$ cat src/rtl/uart_rx_buffered_pkg.sv
// Shared definitions for the UART receive path: FSM state encoding and the
// 3-sample majority helper used for bit decisions.
package uart_rx_buffered_pkg;

  typedef enum logic [1:0] {
    IDLE  = 2'd0,
    START = 2'd1,
    DATA  = 2'd2,
    STOP  = 2'd3
  } rx_state_e;

  function automatic logic majority3(input logic a, input logic b, input logic c);
    return (a & b) | (a & c) | (b & c);
  endfunction

endpackage

$ cat src/rtl/uart_rx_buffered_sync_fifo.sv
// Small synchronous FIFO with first-word fall-through read data.
// A push into a full FIFO is accepted only when a pop happens in the same cycle;
// otherwise it is ignored and the contents stay unchanged.
module uart_rx_buffered_sync_fifo #(
  parameter int WIDTH = 8,
  parameter int DEPTH = 4
) (
  input  logic                     clk,
  input  logic                     rstn,
  input  logic                     push,
  input  logic [WIDTH-1:0]         push_data,
  input  logic                     pop,
  output logic [WIDTH-1:0]         pop_data,
  output logic                     full,
  output logic                     empty,
  output logic [$clog2(DEPTH):0]   count
);

  localparam int PTR_W = $clog2(DEPTH);
  localparam int CW    = PTR_W + 1;

  logic [WIDTH-1:0] mem [DEPTH];
  logic [PTR_W-1:0] wr_ptr;
  logic [PTR_W-1:0] rd_ptr;
  logic [CW-1:0]    count_q;
  logic             do_push;
  logic             do_pop;

  assign empty    = (count_q == '0);
  assign full     = (count_q == CW'(DEPTH));
  assign do_pop   = pop && !empty;
  assign do_push  = push && (!full || do_pop);
  assign count    = count_q;
  assign pop_data = empty ? '0 : mem[rd_ptr];

  // Storage array; contents are only visible while the FIFO is non-empty.
  always_ff @(posedge clk) begin
    if (do_push) mem[wr_ptr] <= push_data;
  end

  // Pointer and occupancy bookkeeping; pointers wrap naturally (DEPTH is 2^n).
  always_ff @(posedge clk or negedge rstn) begin
    if (!rstn) begin
      wr_ptr  <= '0;
      rd_ptr  <= '0;
      count_q <= '0;
    end else begin
      if (do_push) wr_ptr <= wr_ptr + 1'b1;
      if (do_pop)  rd_ptr <= rd_ptr + 1'b1;
      case ({do_push, do_pop})
        2'b10:   count_q <= count_q + 1'b1;
        2'b01:   count_q <= count_q - 1'b1;
        default: count_q <= count_q;
      endcase
    end
  end

endmodule

$ cat src/rtl/uart_rx_buffered.sv
// UART receiver: synchronizes rx, recovers LSB-first frames using a
// 3-sample majority vote around mid-bit, and queues good words in a FIFO.
// Handshake: a word is transferred on every cycle where data_valid && data_ready
// are both high; data_valid never drops without a transfer, and data_ready
// while data_valid is low has no effect.
module uart_rx_buffered
  import uart_rx_buffered_pkg::*;
#(
  parameter int CLOCKS_PER_PULSE = 5208,
  parameter int DATA_WIDTH       = 8,
  parameter int FIFO_DEPTH       = 4
) (
  input  logic                          clk,
  input  logic                          rstn,
  input  logic                          rx,
  output logic [DATA_WIDTH-1:0]         data_out,
  output logic                          data_valid,
  input  logic                          data_ready,
  output logic                          frame_err,
  output logic                          overrun,
  output logic [$clog2(FIFO_DEPTH):0]   fifo_count,
  output logic [1:0]                    state_dbg
);

  localparam int CNT_W = $clog2(CLOCKS_PER_PULSE);
  localparam int IDX_W = (DATA_WIDTH > 1) ? $clog2(DATA_WIDTH) : 1;
  localparam int MID   = CLOCKS_PER_PULSE / 2;
  localparam logic [CNT_W-1:0] CNT_S0   = CNT_W'(MID - 1);
  localparam logic [CNT_W-1:0] CNT_S1   = CNT_W'(MID);
  localparam logic [CNT_W-1:0] CNT_DEC  = CNT_W'(MID + 1);
  localparam logic [CNT_W-1:0] CNT_END  = CNT_W'(CLOCKS_PER_PULSE - 1);
  localparam logic [IDX_W-1:0] IDX_LAST = IDX_W'(DATA_WIDTH - 1);

  rx_state_e             state_q, state_d;
  logic                  rx_meta, rx_s, rx_s_d;
  logic [CNT_W-1:0]      cnt_q, cnt_d;
  logic [IDX_W-1:0]      idx_q, idx_d;
  logic [DATA_WIDTH-1:0] sr_q, sr_d;
  logic                  s0_q, s0_d, s1_q, s1_d;
  logic                  push_req, push_d, ferr_d;
  logic                  bit_val, is_dec, is_end;
  logic                  pop, fifo_full, fifo_empty;

  assign bit_val    = majority3(s0_q, s1_q, rx_s);
  assign is_dec     = (cnt_q == CNT_DEC);
  assign is_end     = (cnt_q == CNT_END);
  assign data_valid = !fifo_empty;
  assign pop        = data_valid && data_ready;
  assign state_dbg  = state_q;

  // Two-flop synchronizer plus a delayed copy for falling-edge detection.
  always_ff @(posedge clk or negedge rstn) begin
    if (!rstn) begin
      rx_meta <= 1'b1;
      rx_s    <= 1'b1;
      rx_s_d  <= 1'b1;
    end else begin
      rx_meta <= rx;
      rx_s    <= rx_meta;
      rx_s_d  <= rx_s;
    end
  end

  // Next-state logic: bit timing, majority sampling, shifting and frame outcome.
  always_comb begin
    state_d = state_q;
    cnt_d   = cnt_q;
    idx_d   = idx_q;
    sr_d    = sr_q;
    s0_d    = s0_q;
    s1_d    = s1_q;
    push_d  = 1'b0;
    ferr_d  = 1'b0;
    if (state_q != IDLE) begin
      cnt_d = is_end ? '0 : cnt_q + 1'b1;
      if (cnt_q == CNT_S0) s0_d = rx_s;
      if (cnt_q == CNT_S1) s1_d = rx_s;
    end
    case (state_q)
      IDLE: begin
        cnt_d = '0;
        if (rx_s_d && !rx_s) state_d = START;
      end
      START: begin
        if (is_dec && bit_val) begin
          state_d = IDLE;
        end else if (is_end) begin
          state_d = DATA;
          idx_d   = '0;
        end
      end
      DATA: begin
        if (is_dec) sr_d[idx_q] = bit_val;
        if (is_end) begin
          if (idx_q == IDX_LAST) state_d = STOP;
          else                   idx_d   = idx_q + 1'b1;
        end
      end
      STOP: begin
        // Leave at mid-stop so a following start bit is caught without gaps.
        if (is_dec) begin
          if (bit_val) push_d = 1'b1;
          else         ferr_d = 1'b1;
          state_d = IDLE;
        end
      end
      default: state_d = IDLE;
    endcase
  end

  // State and datapath registers; push and error requests land one cycle after the decision.
  always_ff @(posedge clk or negedge rstn) begin
    if (!rstn) begin
      state_q   <= IDLE;
      cnt_q     <= '0;
      idx_q     <= '0;
      sr_q      <= '0;
      s0_q      <= 1'b1;
      s1_q      <= 1'b1;
      push_req  <= 1'b0;
      frame_err <= 1'b0;
      overrun   <= 1'b0;
    end else begin
      state_q   <= state_d;
      cnt_q     <= cnt_d;
      idx_q     <= idx_d;
      sr_q      <= sr_d;
      s0_q      <= s0_d;
      s1_q      <= s1_d;
      push_req  <= push_d;
      frame_err <= ferr_d;
      overrun   <= push_req && fifo_full && !pop;
    end
  end

  uart_rx_buffered_sync_fifo #(
    .WIDTH (DATA_WIDTH),
    .DEPTH (FIFO_DEPTH)
  ) u_fifo (
    .clk       (clk),
    .rstn      (rstn),
    .push      (push_req),
    .push_data (sr_q),
    .pop       (pop),
    .pop_data  (data_out),
    .full      (fifo_full),
    .empty     (fifo_empty),
    .count     (fifo_count)
  );

endmodule
$ cat config.mk
export PLATFORM = sky130hd
export DESIGN_NAME = uart_rx_buffered
export DESIGN_NICKNAME = d
export VERILOG_FILES = /design/src/rtl/uart_rx_buffered_pkg.sv /design/src/rtl/uart_rx_buffered_sync_fifo.sv /design/src/rtl/uart_rx_buffered.sv
export SDC_FILE = /design/constraint.sdc
export NUM_CORES = 1
export LEC_CHECK = 0
export BUFFER_PORTS_ARGS = -buffer_cell sky130_fd_sc_hd__buf_2
export CORE_UTILIZATION = 65
export CTS_BUF_LIST = sky130_fd_sc_hd__clkbuf_16
export CTS_CLUSTER_SIZE = 24
export DETAILED_ROUTE_END_ITERATION = 10
export PLACE_DENSITY_LB_ADDON = 0.12
export SLEW_MARGIN = 25
export SYNTH_ARGS = -nofsm -noshare
export SYNTH_HDL_FRONTEND = slang
export SYNTH_SLANG_ARGS = --single-unit
$ cat constraint.sdc
create_clock -name clk -period 4.6 [get_ports clk]
set_input_delay 0.92 -clock clk [delete_from_list [all_inputs] [get_ports clk]]
set_output_delay 0.92 -clock clk [all_outputs]
set_load 0.03 [all_outputs]
==> impl_metrics.csv <==
group,metric,value,unit
power_and_ir_drop,switching_share,0.2378,
setup_path,r2r_cells,4,
setup_path,endpoint,"data_out[0]",
final_layout,n_antenna_cell,0,
hold_path,min_path_type,"reg2reg",
clock_network,clockBufferDepth,2,
final_layout,mostFrequentLayoutCell,"dfrtp_1",
grt,grt_pass1_vias,1967,
setup_path,reg2reg_slack,2.27,ns
setup_path,required,3.68,ns
final_layout,syn2layout_area_growth,11.85,%
synth,yosys_register_bits,73,
drt,ant_nets,0,
clock_network,h-tree-depth,3,
clock_network,cts_sinks,73,
synth,ys.flop_type,"dfrtp_1",
synth,synth_cells,256,
synth,synth_area,3347,um^2
setup_path,worstPathCellList,"mux4_2, and2_1, buf_2",
place,port-buffer-count,19,
sta,skew,0.005464,ns
clock_network,cts_resized,0,
drt,wl_per_cell,17.14,um
setup_path,cp-start-kind,"flop",
sta,relSlewSlack,0.3822,
clock_network,cts_setup_buffers,0,
setup_path,path_class,"reg2out",
setup_path,crit_path_max_fanout,10,
clock_network,clock_latency,0.32,ns
sta,setup_viol,0,
final_layout,fillCellCount,293,
drt,via_per_inst,5.738,
place,gp_congestion,0.8461,
power_and_ir_drop,power.total,1.432,mW
power_and_ir_drop,power_per_cell_area,382.6,nW/um^2
sta,rsz0062_at_grt,"no",
setup_path,r2r_start,"cnt_q[8]",
flow_run,drv_cap,0,
drt,vias,1991,
synth,ys_seq_area_frac,0.5955,
synth,synth_fp_nets,271,
setup_path,end_kind,"primary output",
power_and_ir_drop,ir_drop,0.3197,mV
final_layout,post-route-util,0.7721,
die,start_util,0.6903,
setup_path,cpPeakStageDelay,0.74,ns
die,ios,20,
setup_path,r2r_end,"sr_q[2]",
power_and_ir_drop,p_int,1.092,mW
setup_path,crit_slowest_cell,"dfrtp_1",
drt,wirelength,5.949,mm
die,die_area,5440,um^2
final_layout,finalNonFillerCells,347,
run_status,run_status,"finished, final reports clean",
sta,fmax,341.4,MHz
sta,timing.final.ws_setup,1.671,ns
power_and_ir_drop,clock_power_share,0.416,
sta,worst_pin_slew,0.9267,ns
die,die_y,73.76,um
grt,busiest_layer,"met2",
clock_network,numCtsBuffers,9,
place,dp_slack,1.705,ns
final_layout,layout.nets,290,
drt,dr.first_iter.drc_count,102,
grt,grt.total_usage,0.2537,
grt,met1_usage,0.3150,
sta,fin_crit,2.929,ns
synth,async_reset_ff_frac,0.5616,
sta,slew_violations,0,
grt,grt_max_degree,42,
drt,drc,0,
die,core,4848,um^2
clock_network,root_buffer,"clkbuf_16",
synth,yosysUniqueCellTypes,41,
power_and_ir_drop,pwr-share-comb,0.065,
clock_network,clkTransAtPathRegs,0.05,ns
setup_path,worstSetupStartpoint,"u_fifo.rd_ptr[0]",
drt,dr.pass1.iters,4,
grt,grt-ovfl-total,0,
die,rows,25,
grt,grt_pass1_wl,9.687,mm
power_and_ir_drop,p_leak,1.641,nW
setup_path,arrival,2.01,ns
grt,grt_util_met3,0.04115,
synth,yosysWarnings,0,
power_and_ir_drop,switching_power,0.3406,mW
clock_network,hold_buffers,0,
synth,synth-edff-count,32,
power_and_ir_drop,seqPwrFrac,0.519,
place,dpl.hpwl,3.929,mm
grt,antenna_found_initial,0,
grt,grtUsageMet2,0.4404,
sta,fin_tns_setup,0,ns
synth,synth_area_per_cell,13.07,um^2
sta,fin_crit_sh,0.6368,
clock_network,cts_tree,"built",
final_layout,final_cell_mix,"dfrtp_1 (36), edfxtp_1 (32), nor2_1 (19), buf_2 (19), inv_1 (17)",
sta,timing_hold_violations_final,0,
die,die_w,73.76,um
place,dp_cells,331,
final_layout,drive_gt1_frac,0.2214,
## layer usage
layer  up-vias  wire length (um)
met5         -                 0
met4         0                96
met3         9               182
met2        44              3096
met1       981              2574
li1        957                 -
## cell usage after synthesis, types with 5 or more instances
master | instances | share of area
nand3_1 | 6 | 0.0090
xor2_1 | 9 | 0.024
edfxtp_1 | 32 | 0.29
nor2_1 | 19 | 0.021
nand2_1 | 15 | 0.017
inv_1 | 13 | 0.015
and2_1 | 15 | 0.028
clkbuf_1 | 9 | 0.010
nand4_1 | 7 | 0.013
mux2_2 | 9 | 0.030
mux4_2 | 8 | 0.054
dfstp_2 | 5 | 0.039
xnor2_1 | 7 | 0.018
dfrtp_1 | 36 | 0.27
o21ai_0 | 7 | 0.010
ha_1 | 10 | 0.037
## kinds of logic (layout without fill, tap and decap cells)
kind of cell / Yosys count / count (layout) / share of synthesized area
compound gates: 15 / 15 / 0.02617
xor+xnor: 16 / 16 / 0.04187
fa+ha+maj: 12 / 12 / 0.04636
buf+inv: 24 / 48 / 0.02692
flops: 73 / 73 / 0.5955
mux: 18 / 18 / 0.08748
simple gates: 98 / 98 / 0.1757
## layout make-up
cell class / count / area [um^2] / share of cell area
sequential: 73 / 1993 / 0.5324
multi-input combinational: 159 / 1264 / 0.3376
clock buffer: 9 / 225.2 / 0.06016
timing repair buffer: 19 / 95.09 / 0.02540
tap: 67 / 83.83 / 0.02239
inverter: 13 / 48.80 / 0.01303
clock inverter: 7 / 33.78 / 0.009024
## registers in the layout, indices dropped and copies added (netlist names), 2 cells and up, named ones only
name	count
sr_q	8
cnt_q	13
u_fifo.rd_ptr	2
idx_q	3
u_fifo.wr_ptr	2
u_fifo.count	3
u_fifo.mem	32
## power by group through the flow
stage / logic, mW / registers (mW) / clock network (mW)
after floorplan: 0.0772 / 0.739 / 0
after global placement: 0.0894 / 0.754 / 0
after detailed placement: 0.0939 / 0.754 / 0
after CTS: 0.0941 / 0.743 / 0.598
after global routing: 0.107 / 0.748 / 0.629
final: 0.0928 / 0.744 / 0.596
## per-stage QoR
stage | hold slack [ns] | instance area [um^2]
5_1_grt | 0.3644 | 3744
6_report | 0.3603 | 3744
3_3_place_gp | 0.3470 | 3485
4_1_cts | 0.3610 | 3744
3_5_place_dp | 0.3490 | 3485
2_1_floorplan | 0.3452 | 3347
## how the worst min path moves through the flow
| stage | startpoint | depth (start not counted) | to |
|---|---|---|---|
| 2_1_floorplan | rx_meta | 0 | rx_s |
| 5_1_grt | rx_meta | 0 | rx_s |
| 3_3_place_gp | rx_meta | 0 | rx_s |
| 3_5_place_dp | rx_meta | 0 | rx_s |
| 6_report | rx_meta | 0 | rx_s |
| 4_1_cts | rx_meta | 0 | rx_s |
## worst max-delay path, delay by kind of cell (launching register included)
kind / cells / cell delay (ns)
buffers and inverters: 1 / 0.17
DFF: 1 / 0.74
muxes: 1 / 0.60
and+or+nand+nor: 1 / 0.17
Power figures use the tool's default switching activity.
